<file path="src/rtl/tiny_dnn_stream_ctrl_if.sv">
`default_nettype none
// ----------------------------------------------------------------------------
// tiny_dnn_stream_ctrl_if : source fill, core handshake and destination drain bundle
// Revision 1.0
// ----------------------------------------------------------------------------
interface tiny_dnn_stream_ctrl_if #(
  parameter int AW    = 12,
  parameter int NBANK = 2
);
  localparam int BW = $clog2(NBANK);

  logic          src_valid;
  logic          src_last;
  logic          src_ready;
  logic          src_v;
  logic [BW-1:0] src_wb;
  logic [AW-1:0] src_a;
  logic          s_init;
  logic [BW-1:0] s_bank;
  logic          s_fin;
  logic          dst_v;
  logic [AW-1:0] dst_a;
  logic          dst_valid;
  logic          dst_last;
  logic          dst_ready;

  // master: the controller; slave: DMA streams, buffers and core sequencer
  modport master (
    input  src_valid, src_last, s_fin, dst_ready,
    output src_ready, src_v, src_wb, src_a, s_init, s_bank,
           dst_v, dst_a, dst_valid, dst_last
  );

  modport slave (
    output src_valid, src_last, s_fin, dst_ready,
    input  src_ready, src_v, src_wb, src_a, s_init, s_bank,
           dst_v, dst_a, dst_valid, dst_last
  );
endinterface
`default_nettype wire

</file>
<file path="src/rtl/tiny_dnn_stream_ctrl.sv">
`default_nettype none
// ----------------------------------------------------------------------------
// tiny_dnn_stream_ctrl : ping-pong source fill, compute handshake, destination drain
// Revision 1.0
// ----------------------------------------------------------------------------
module tiny_dnn_stream_ctrl #(
  parameter int AW    = 12,
  parameter int NBANK = 2,
  parameter int CW    = 16
) (
  input  logic                   clk,
  input  logic                   rst_n,
  input  logic                   i_run,
  input  logic [AW-1:0]          i_ss,
  input  logic [AW-1:0]          i_ds,
  tiny_dnn_stream_ctrl_if.master bus,
  output logic                   o_busy,
  output logic [CW-1:0]          o_done_cnt
);
  localparam int            BW     = $clog2(NBANK);
  localparam int            FW     = $clog2(NBANK + 1);
  localparam logic [FW-1:0] C_FULL = FW'(NBANK);

  typedef enum logic [1:0] {
    C_IDLE  = 2'd0,
    C_RUN   = 2'd1,
    C_DRAIN = 2'd2
  } cstate_t;

  cstate_t       r_state;
  cstate_t       w_state_nx;
  logic          r_en;
  logic [FW-1:0] r_full_cnt;
  logic [BW-1:0] r_wb;
  logic [BW-1:0] r_rb;
  logic [AW-1:0] r_wa;
  logic [AW:0]   r_ra;
  logic [AW-1:0] r_beat_a;
  logic          r_dst_valid;
  logic [CW-1:0] r_done_cnt;

  logic w_run;
  logic w_src_ready;
  logic w_src_acc;
  logic w_src_end;
  logic w_fin;
  logic w_dst_v;
  logic w_dst_last;
  logic w_last_acc;
  logic w_s_init;

  // r_en keeps every strobe low until the first edge after reset release
  assign w_run       = i_run & r_en;
  assign w_src_ready = w_run & (r_full_cnt < C_FULL);
  assign w_src_acc   = w_src_ready & bus.src_valid;
  assign w_src_end   = w_src_acc & ((r_wa == i_ss) | bus.src_last);
  assign w_fin       = w_run & (r_state == C_RUN) & bus.s_fin;
  assign w_dst_v     = w_run & (r_state == C_DRAIN) & (r_ra <= {1'b0, i_ds})
                     & (~r_dst_valid | bus.dst_ready);
  assign w_dst_last  = r_dst_valid & (r_beat_a == i_ds);
  assign w_last_acc  = w_run & (r_state == C_DRAIN) & w_dst_last & bus.dst_ready;

  always_comb begin
    w_state_nx = r_state;
    w_s_init   = 1'b0;
    case (r_state)
      C_IDLE: begin
        if (w_run && (r_full_cnt != '0)) begin
          w_state_nx = C_RUN;
          w_s_init   = 1'b1;
        end
      end
      C_RUN: begin
        if (w_fin) w_state_nx = C_DRAIN;
      end
      C_DRAIN: begin
        if (w_last_acc) w_state_nx = C_IDLE;
      end
      default: w_state_nx = C_IDLE;
    endcase
    if (!w_run) w_state_nx = C_IDLE;
  end

  always_ff @(posedge clk or negedge rst_n) begin
    if (!rst_n) r_state <= C_IDLE;
    else        r_state <= w_state_nx;
  end

  always_ff @(posedge clk or negedge rst_n) begin
    if (!rst_n) begin
      r_en        <= 1'b0;
      r_full_cnt  <= '0;
      r_wb        <= '0;
      r_rb        <= '0;
      r_wa        <= '0;
      r_ra        <= '0;
      r_beat_a    <= '0;
      r_dst_valid <= 1'b0;
      r_done_cnt  <= '0;
    end else begin
      r_en <= 1'b1;
      if (!i_run) begin
        r_full_cnt  <= '0;
        r_wb        <= '0;
        r_rb        <= '0;
        r_wa        <= '0;
        r_ra        <= '0;
        r_beat_a    <= '0;
        r_dst_valid <= 1'b0;
        r_done_cnt  <= '0;
      end else begin
        if (w_src_acc) begin
          if (w_src_end) begin
            r_wa <= '0;
            r_wb <= r_wb + BW'(1);
          end else begin
            r_wa <= r_wa + AW'(1);
          end
        end
        if (w_fin) r_rb <= r_rb + BW'(1);
        // a fill and a free in the same cycle cancel out
        r_full_cnt <= r_full_cnt + FW'(w_src_end) - FW'(w_fin);

        if (w_dst_v) begin
          r_ra     <= r_ra + (AW + 1)'(1);
          r_beat_a <= r_ra[AW-1:0];
        end else if (w_last_acc) begin
          r_ra <= '0;
        end

        if (w_dst_v)            r_dst_valid <= 1'b1;
        else if (bus.dst_ready) r_dst_valid <= 1'b0;

        if (w_last_acc) r_done_cnt <= r_done_cnt + CW'(1);
      end
    end
  end

  assign bus.src_ready = w_src_ready;
  assign bus.src_v     = w_src_acc;
  assign bus.src_wb    = r_wb;
  assign bus.src_a     = r_wa;
  assign bus.s_init    = w_s_init;
  assign bus.s_bank    = r_rb;
  assign bus.dst_v     = w_dst_v;
  assign bus.dst_a     = r_ra[AW-1:0];
  assign bus.dst_valid = r_dst_valid;
  assign bus.dst_last  = w_dst_last;

  assign o_busy     = (r_full_cnt != '0) | (r_state != C_IDLE) | r_dst_valid;
  assign o_done_cnt = r_done_cnt;
endmodule
`default_nettype wire

</file>
<file path="src/flat_wrapper.sv">
// flat-port wrapper written by rule: the top's interface ports become plain ports
module tiny_dnn_stream_ctrl_flat 
#(
  parameter int AW    = 12,
  parameter int NBANK = 2,
  parameter int CW    = 16
)
  (clk, rst_n, i_run, i_ss, i_ds, o_busy, o_done_cnt, bus_src_valid, bus_src_last, bus_s_fin, bus_dst_ready, bus_src_ready, bus_src_v, bus_src_wb, bus_src_a, bus_s_init, bus_s_bank, bus_dst_v, bus_dst_a, bus_dst_valid, bus_dst_last);
  tiny_dnn_stream_ctrl_if #(.AW(AW), .NBANK(NBANK)) bus_i ();
  input  logic clk;
  input  logic rst_n;
  input  logic i_run;
  input  logic [AW-1:0] i_ss;
  input  logic [AW-1:0] i_ds;
  output logic o_busy;
  output logic [CW-1:0] o_done_cnt;
  input wire logic [$bits(bus_i.src_valid)-1:0] bus_src_valid;
  input wire logic [$bits(bus_i.src_last)-1:0] bus_src_last;
  input wire logic [$bits(bus_i.s_fin)-1:0] bus_s_fin;
  input wire logic [$bits(bus_i.dst_ready)-1:0] bus_dst_ready;
  output wire logic [$bits(bus_i.src_ready)-1:0] bus_src_ready;
  output wire logic [$bits(bus_i.src_v)-1:0] bus_src_v;
  output wire logic [$bits(bus_i.src_wb)-1:0] bus_src_wb;
  output wire logic [$bits(bus_i.src_a)-1:0] bus_src_a;
  output wire logic [$bits(bus_i.s_init)-1:0] bus_s_init;
  output wire logic [$bits(bus_i.s_bank)-1:0] bus_s_bank;
  output wire logic [$bits(bus_i.dst_v)-1:0] bus_dst_v;
  output wire logic [$bits(bus_i.dst_a)-1:0] bus_dst_a;
  output wire logic [$bits(bus_i.dst_valid)-1:0] bus_dst_valid;
  output wire logic [$bits(bus_i.dst_last)-1:0] bus_dst_last;
  assign bus_i.src_valid = bus_src_valid;
  assign bus_i.src_last = bus_src_last;
  assign bus_i.s_fin = bus_s_fin;
  assign bus_i.dst_ready = bus_dst_ready;
  assign bus_src_ready = bus_i.src_ready;
  assign bus_src_v = bus_i.src_v;
  assign bus_src_wb = bus_i.src_wb;
  assign bus_src_a = bus_i.src_a;
  assign bus_s_init = bus_i.s_init;
  assign bus_s_bank = bus_i.s_bank;
  assign bus_dst_v = bus_i.dst_v;
  assign bus_dst_a = bus_i.dst_a;
  assign bus_dst_valid = bus_i.dst_valid;
  assign bus_dst_last = bus_i.dst_last;
  tiny_dnn_stream_ctrl #(.AW(AW), .NBANK(NBANK), .CW(CW)) u_core (.clk(clk), .rst_n(rst_n), .i_run(i_run), .i_ss(i_ss), .i_ds(i_ds), .bus(bus_i), .o_busy(o_busy), .o_done_cnt(o_done_cnt));
endmodule
</file>
<file path="config.mk">
export PLATFORM = sky130hd
export DESIGN_NAME = tiny_dnn_stream_ctrl_flat
export DESIGN_NICKNAME = d
export VERILOG_FILES = /design/src/rtl/tiny_dnn_stream_ctrl_if.sv /design/src/rtl/tiny_dnn_stream_ctrl.sv /design/src/flat_wrapper.sv
export SDC_FILE = /design/constraint.sdc
export NUM_CORES = 1
export LEC_CHECK = 0
export ABC_AREA = 1
export ABC_CLOCK_PERIOD_IN_PS = 2900
export CORE_MARGIN = 2
export CORE_UTILIZATION = 35
export CTS_CLUSTER_DIAMETER = 50
export DETAILED_ROUTE_END_ITERATION = 6
export SLEW_MARGIN = 20
export SYNTH_ARGS = -nofsm -noshare
export SYNTH_HDL_FRONTEND = slang
export SYNTH_SLANG_ARGS = --single-unit
</file>
<file path="constraint.sdc">
create_clock -name clk -period 2.9 [get_ports clk]
set_input_delay 0.58 -clock clk [delete_from_list [all_inputs] [get_ports clk]]
set_output_delay 0.58 -clock clk [all_outputs]
set_load 0.03 [all_outputs]
</file>
==> run_results.csv, run 1 <==
group,metric,value,unit
run_status,outcome,"finished clean",
sta,tightest_slew,0.751,ns
power,p_switching,0.466,mW
finish,fin_nets,671,
grt,grt_pass1_wl,17400,microns
setup_path,arrival,2.17,ns
logic_synthesis,yosys_register_bits,61,
cts,clock_sinks,61,
logic_synthesis,syn_inst,547,
cts,insertion_delay,0.32,ns
cts,clkTransAtPathRegs,0.05,ns
sta,maxSlewViolCount,0,
setup_path,start_kind,"input port",
logic_synthesis,avgSynthCellArea,7.28,sq um
setup_path,max_stage_delay,0.48,ns
logic_synthesis,synth.area.top_cells,"dfrtp_1 (38%), nand2_1 (17%), nand3_1 (7.3%)",
floorplan,initial_core_util,36.3,%
sta,fmax,0.363,GHz
finish,final_layout_size_suffix_gt1_share,7.48,%
setup_path,critical_path.top_delay_family,"buffers and inverters",
routing,drc_errors,0,
cts,cts_tree,"built",
logic_synthesis,yosys.area.top_type_share,38.3,%
floorplan,die_h,111,microns
setup_path,cp_slowest_cell,"clkdlybuf4s50_1",
sta,period_minus_slack,2.75,ns
finish,final-seq-area,1530,sq um
routing,ant_nets,0,
placed_design,io_buffers,79,
power,sequentialPowerShare,40.4,%
cts,cts_buffer_depth,2,
logic_synthesis,yosysTopAreaCell,"dfrtp_1",
logic_synthesis,synth_cell_types,33,
sta,setup_tns,0,ns
finish,final_cell_mix,"nand2_1 (176), clkdlybuf4s50_1 (70), inv_1 (62)",
power,p_total,2.12,mW
sta,setup_viol,0,
floorplan,die_area,12300,sq um
placed_design,dp_hpwl,7460,microns
finish,final_common_cell,"nand2_1",
flow_run,cap_violations,0,
worst_hold_path,hold_class,"input port to asynchronous set/reset pin",
floorplan,rows,38,
setup_path,crit_top_cell,"nand3_1",
routing,viasPerCell,4.81,
setup_path,path_cells,"clkdlybuf4s50_1 > inv_1 > ha_1 > nand3_1 > nor3_2 > nand3_1 > nand2_1 > nand3_2 > inv_2 > buf_6",
sta,skew,0.00747,ns
power,p_comb_share,7.6,%
power,internal-power,1.66,mW
placed_design,place_congestion,0.893,
sta,final.period_utilization,94.9,%
grt,grt_pass1_vias,3579,
sta,max-slew-margin-rel,49.9,%
setup_path,crit_type,"input port to primary output",
routing,drtIter0Drc,187,
grt,grt_max_degree,33,
logic_synthesis,syn_nets,595,
power,power.share.switching,22.0,%
setup_path,worstSetupEndpointType,"primary output",
sta,rsz0062_at_grt,"no",
logic_synthesis,yosysSeqAreaShare,38.3,%
routing,vias,3694,
grt,overflow,0,
cts,cts_hold_buf,0,
finish,multi_input_area,2050,sq um
routing,firstDrtPassIters,4,
logic_synthesis,mappedNetlistArea,3980,sq um
grt,grtUsageTotal,17.2,%
finish,num_antenna_cells,0,
floorplan,die_width,111,microns
finish,areaGrowthSynthToFinish,29.8,%
setup_path,required,2.32,ns
grt,antenna_found_initial,0,
power,ir_drop,206,uV
routing,routedWlPerCell,13.3,microns
setup_path,reg2reg_setup_slack,0.81,ns
logic_synthesis,ys_warn_count,0,
routing,routed_wirelength,10200,microns
setup_path,cp_num_buf_inv,4,
floorplan,num_io_pins,80,
cts,ctsHtreeMaxLevel,3,
setup_path,cp_max_fo,2,
cts,cts_root_buffer,"clkbuf_16",
sta,whs,0.326,ns
power,p_leak,2.57,nW
sta,hold_violations,0,
floorplan,core_region_area,11000,sq um
finish,fillers,1100,
power,pwr-share-clk,51.9,%
power,power_density,410,nW/um^2
cts,cts_made_buffers,9,
## power groups by stage
| stage | clock network, mW | registers, mW | logic (mW) |
|---|---|---|---|
| finish | 1.10 | 0.857 | 0.162 |
| detailed placement | 0 | 0.872 | 0.165 |
| global route | 1.16 | 0.857 | 0.181 |
| CTS | 1.12 | 0.857 | 0.165 |
| floorplan | 0 | 0.874 | 0.0700 |
| global placement | 0 | 0.872 | 0.162 |
## routing by layer
layer	GRT usage, %	share of wire [%]
met2	26.3	46
met1	24.1	48
met3	3.34	4.3
met5	0	0
met4	6.92	1.9
## cells in the mapped netlist (all sizes together)
cell type	count
nor3	11
xor2	18
buf	19
a21oi	12
or2	3
o22ai	1
o211ai	1
nand2	177
o21ai	13
clkinv	1
ha	17
a21o	1
xnor2	19
clkbuf	3
and3	2
dfrtp	61
nand4	6
conb	1
o31ai	1
nor2	54
o21bai	2
inv	65
nand3	59
## cell type report
class,count,area share [%]
Clock inverter,4,0.871
Sequential cell,61,29.5
Clock buffer,12,5.15
Multi-Input combinational cell,398,39.7
Timing Repair Buffer,87,16.6
Inverter,66,4.79
Tap cell,140,3.39
## sequential cells by signal, indices dropped and copies added, names as in the netlist
register	cells
u_core.r_full_cnt	2
u_core.r_state	2
u_core.bus.src_a	12
u_core.bus.dst_valid	1
u_core.o_done_cnt	16
u_core.r_ra	13
u_core.r_en	1
u_core.r_beat_a	12
u_core.bus.src_wb	1
u_core.bus.s_bank	1
## through the flow
step	util, %	cell area [sq um]	setup slack (ns)	std cells
finish	47.1	5170	0.149	768
global route	47.1	5170	0.0109	768
CTS	46.9	5160	0.0631	768
detailed placement	44.1	4840	0.0680	752
global placement	44.1	4840	0.0716	752
floorplan	-	3980	0.521	547
## worst reg2reg max path, stage by stage (launching register included)
cell	delay [ns]
dfrtp_1	0.46
ha_1	0.34
nand2_1	0.07
clkinv_1	0.06
nand3_1	0.08
nor3_2	0.23
nand3_1	0.10
nand2_1	0.08
nand3_2	0.08
inv_2	0.08
buf_4	0.28
nand2_1	0.11
nand2_1	0.08
## final timing paths
| kind | to | start | cells past startpoint |
|---|---|---|---|
| worst max register to register | u_core.r_beat_a[0]$_DFFE_PN0P_ | u_core.r_ra[8]$_DFFE_PN0P_ | 12 |
| worst max-delay path | bus_dst_v | i_ds[5] | 10 |
| max in group asynchronous | u_core.o_done_cnt[0]$_DFFE_PN0P_ | rst_n | 2 |
| min in group clk | u_core.bus.s_bank$_DFFE_PN0P_ | u_core.bus.s_bank$_DFFE_PN0P_ | 1 |
| worst min register to register | u_core.bus.s_bank$_DFFE_PN0P_ | u_core.bus.s_bank$_DFFE_PN0P_ | 1 |
| worst min-delay path | u_core.bus.src_a[11]$_DFFE_PN0P_ | rst_n | 1 |
## cell families after synthesis
group | count (synthesis) | share of synthesized area, %
AO/OA/AOI/OAI | 31 | 4.43
XOR/XNOR | 37 | 8.13
adder cells (fa/ha/maj) | 17 | 5.34
buffers and inverters | 88 | 10.2
flip-flops | 61 | 38.3
other | 1 | 0.0941
AND/OR/NAND/NOR | 312 | 33.4
## repair_timing
item,in CTS,in global routing
setup endpoints to repair,0,1
endpoints found under the hold margin,0,0
resized for setup,0,5
setup buffers,0,0
Power figures use the tool's default switching activity.
==> run 2: changes to the inputs <==
DONT_BUFFER_PORTS = 1   (was not set)
==> run_results.csv, run 2 (synthesis results as in run 1) <==
group,metric,value,unit
routing,ant_nets,0,
power,p_total,2.00,mW
grt,grt_pass1_wl,16500,microns
cts,insertion_delay,0.33,ns
finish,fin_nets,597,
routing,viasPerCell,4.95,
placed_design,place_congestion,0.882,
cts,cts_root_buffer,"clkbuf_16",
finish,largest_reg_flops,16,
routing,routed_wirelength,9710,microns
finish,final-seq-area,1530,sq um
grt,grt_pass1_vias,3307,
power,sequentialPowerShare,43.0,%
finish,final_cell_mix,"nand2_1 (176), inv_1 (62), dfrtp_1 (61)",
sta,maxSlewViolCount,0,
setup_path,reg2reg_depth,10,
grt,overflow,0,
power,p_leak,2.27,nW
cts,ctsHtreeMaxLevel,3,
power,internal-power,1.55,mW
finish,fillers,1131,
placed_design,dp_hpwl,7100,microns
cts,cts_tree,"built",
floorplan,die_width,111,microns
power,p_switching,0.452,mW
setup_path,critical_path.top_delay_family,"simple AND/OR/NAND/NOR gates",
grt,grt_max_degree,62,
setup_path,cp_slowest_cell,"dfrtp_1",
cts,cts_resized,0,
sta,max-slew-margin-rel,58.5,%
floorplan,initial_core_util,36.3,%
run_status,outcome,"finished clean",
routing,routedWlPerCell,14.0,microns
routing,drtIter0Drc,197,
setup_path,cp_num_cells,7,
sta,skew,0.00631,ns
finish,final_layout_size_suffix_gt1_share,7.79,%
flow_run,cap_violations,0,
routing,firstDrtPassIters,5,
power,ir_drop,232,uV
sta,setup_tns,0,ns
floorplan,num_io_pins,80,
grt,grtUsageTotal,16.7,%
setup_path,cp_num_buf_inv,1,
setup_path,required,2.32,ns
routing,vias,3424,
sta,setup_ws,0.306,ns
floorplan,die_area,12300,sq um
cts,clkTransAtPathRegs,0.05,ns
worst_hold_path,hold_class,"input port to asynchronous set/reset pin",
cts,clock_sinks,61,
cts,cts_buffer_depth,2,
sta,fmax,0.385,GHz
sta,tightest_slew,0.620,ns
setup_path,cp_max_fo,6,
sta,final.period_utilization,89.5,%
sta,rsz0062_at_grt,"no",
setup_path,worstSetupEndpointType,"primary output",
sta,setup_viol,0,
setup_path,start_kind,"flip-flop",
floorplan,rows,38,
placed_design,pre_cts_slack,0.647,ns
floorplan,core_region_area,11000,sq um
sta,period_minus_slack,2.59,ns
finish,multi_input_area,2050,sq um
finish,num_antenna_cells,0,
setup_path,arrival,2.01,ns
power,power.share.switching,22.6,%
cts,cts_made_buffers,9,
setup_path,crit_type,"flip-flop to primary output",
placed_design,io_buffers,0,
routing,drc_errors,0,
setup_path,crit_top_cell,"nand2_1",
finish,areaGrowthSynthToFinish,10.5,%
power,power_density,454,nW/um^2
floorplan,die_h,111,microns
grt,antenna_found_initial,0,
setup_path,path_cells,"ha_1 > nand2_1 > nor3_2 > nand3_1 > nand2_1 > nand3_2 > inv_2",
finish,final_common_cell,"nand2_1",
sta,hold_violations,0,
power,pwr-share-clk,52.1,%
power,p_comb_share,4.9,%
setup_path,max_stage_delay,0.55,ns
-- run 2: worst paths after layout --
path,to,slack (ns),startpoint
max,bus_dst_v,0.31,u_core.r_ra[11]$_DFFE_PN0P_
min,u_core.bus.src_a[6]$_DFFE_PN0P_,0.11,rst_n
max reg2reg,u_core.r_beat_a[5]$_DFFE_PN0P_,0.67,u_core.r_ra[11]$_DFFE_PN0P_
min reg2reg,u_core.r_beat_a[0]$_DFFE_PN0P_,0.52,u_core.r_beat_a[0]$_DFFE_PN0P_
max in group asynchronous,u_core.r_ra[2]$_DFFE_PN0P_,2.50,rst_n
min in group clk,u_core.bus.dst_valid$_DFFE_PN0P_,0.34,bus_dst_ready
-- run 2: cell type report --
class / instances / area share [%]
Clock inverter: 1 / 0.114
Inverter: 66 / 5.63
Sequential cell: 61 / 34.7
Clock buffer: 13 / 6.37
Timing Repair Buffer: 13 / 2.67
Tap cell: 140 / 3.98
Multi-Input combinational cell: 398 / 46.6
-- run 2: per-stage QoR --
stage / cell area [sq um] / utilization (%) / hold slack (ns) / instances
floorplan: 3980 / - / 0.284 / 547
global placement: 4090 / 37.2 / 0.287 / 677
detailed placement: 4090 / 37.2 / 0.287 / 677
CTS: 4400 / 40.1 / 0.129 / 692
global route: 4400 / 40.1 / 0.148 / 692
finish: 4400 / 40.1 / 0.110 / 692
-- run 2: timing repair --
item,in CTS,in global routing
hold endpoints to repair,61,0
hold buffers,1,0
setup buffers,0,0
-- run 2: per-layer routing --
| metal | global-route usage (%) | up-vias | share of wire (%) |
|---|---|---|---|
| li1 | - | 1703 | - |
| met5 | 0 | - | 0 |
| met3 | 4.48 | 14 | 6.8 |
| met1 | 21.1 | 1610 | 45 |
| met2 | 27.0 | 97 | 47 |
| met4 | 7.08 | 0 | 2.0 |
-- run 2: power groups by stage --
stage	clock (mW)	sequential, mW	combinational [mW]
floorplan	0	0.874	0.0700
detailed placement	0	0.874	0.0768
finish	1.04	0.860	0.0976
CTS	1.07	0.859	0.0998
global route	1.09	0.859	0.114
global placement	0	0.874	0.0757
==> run 3: changes to the inputs <==
ABC_CLOCK_PERIOD_IN_PS = not set   (was 2900)
==> results of run 3 <==
No change in the layout: final DEF, timing and power equal those of run 2.
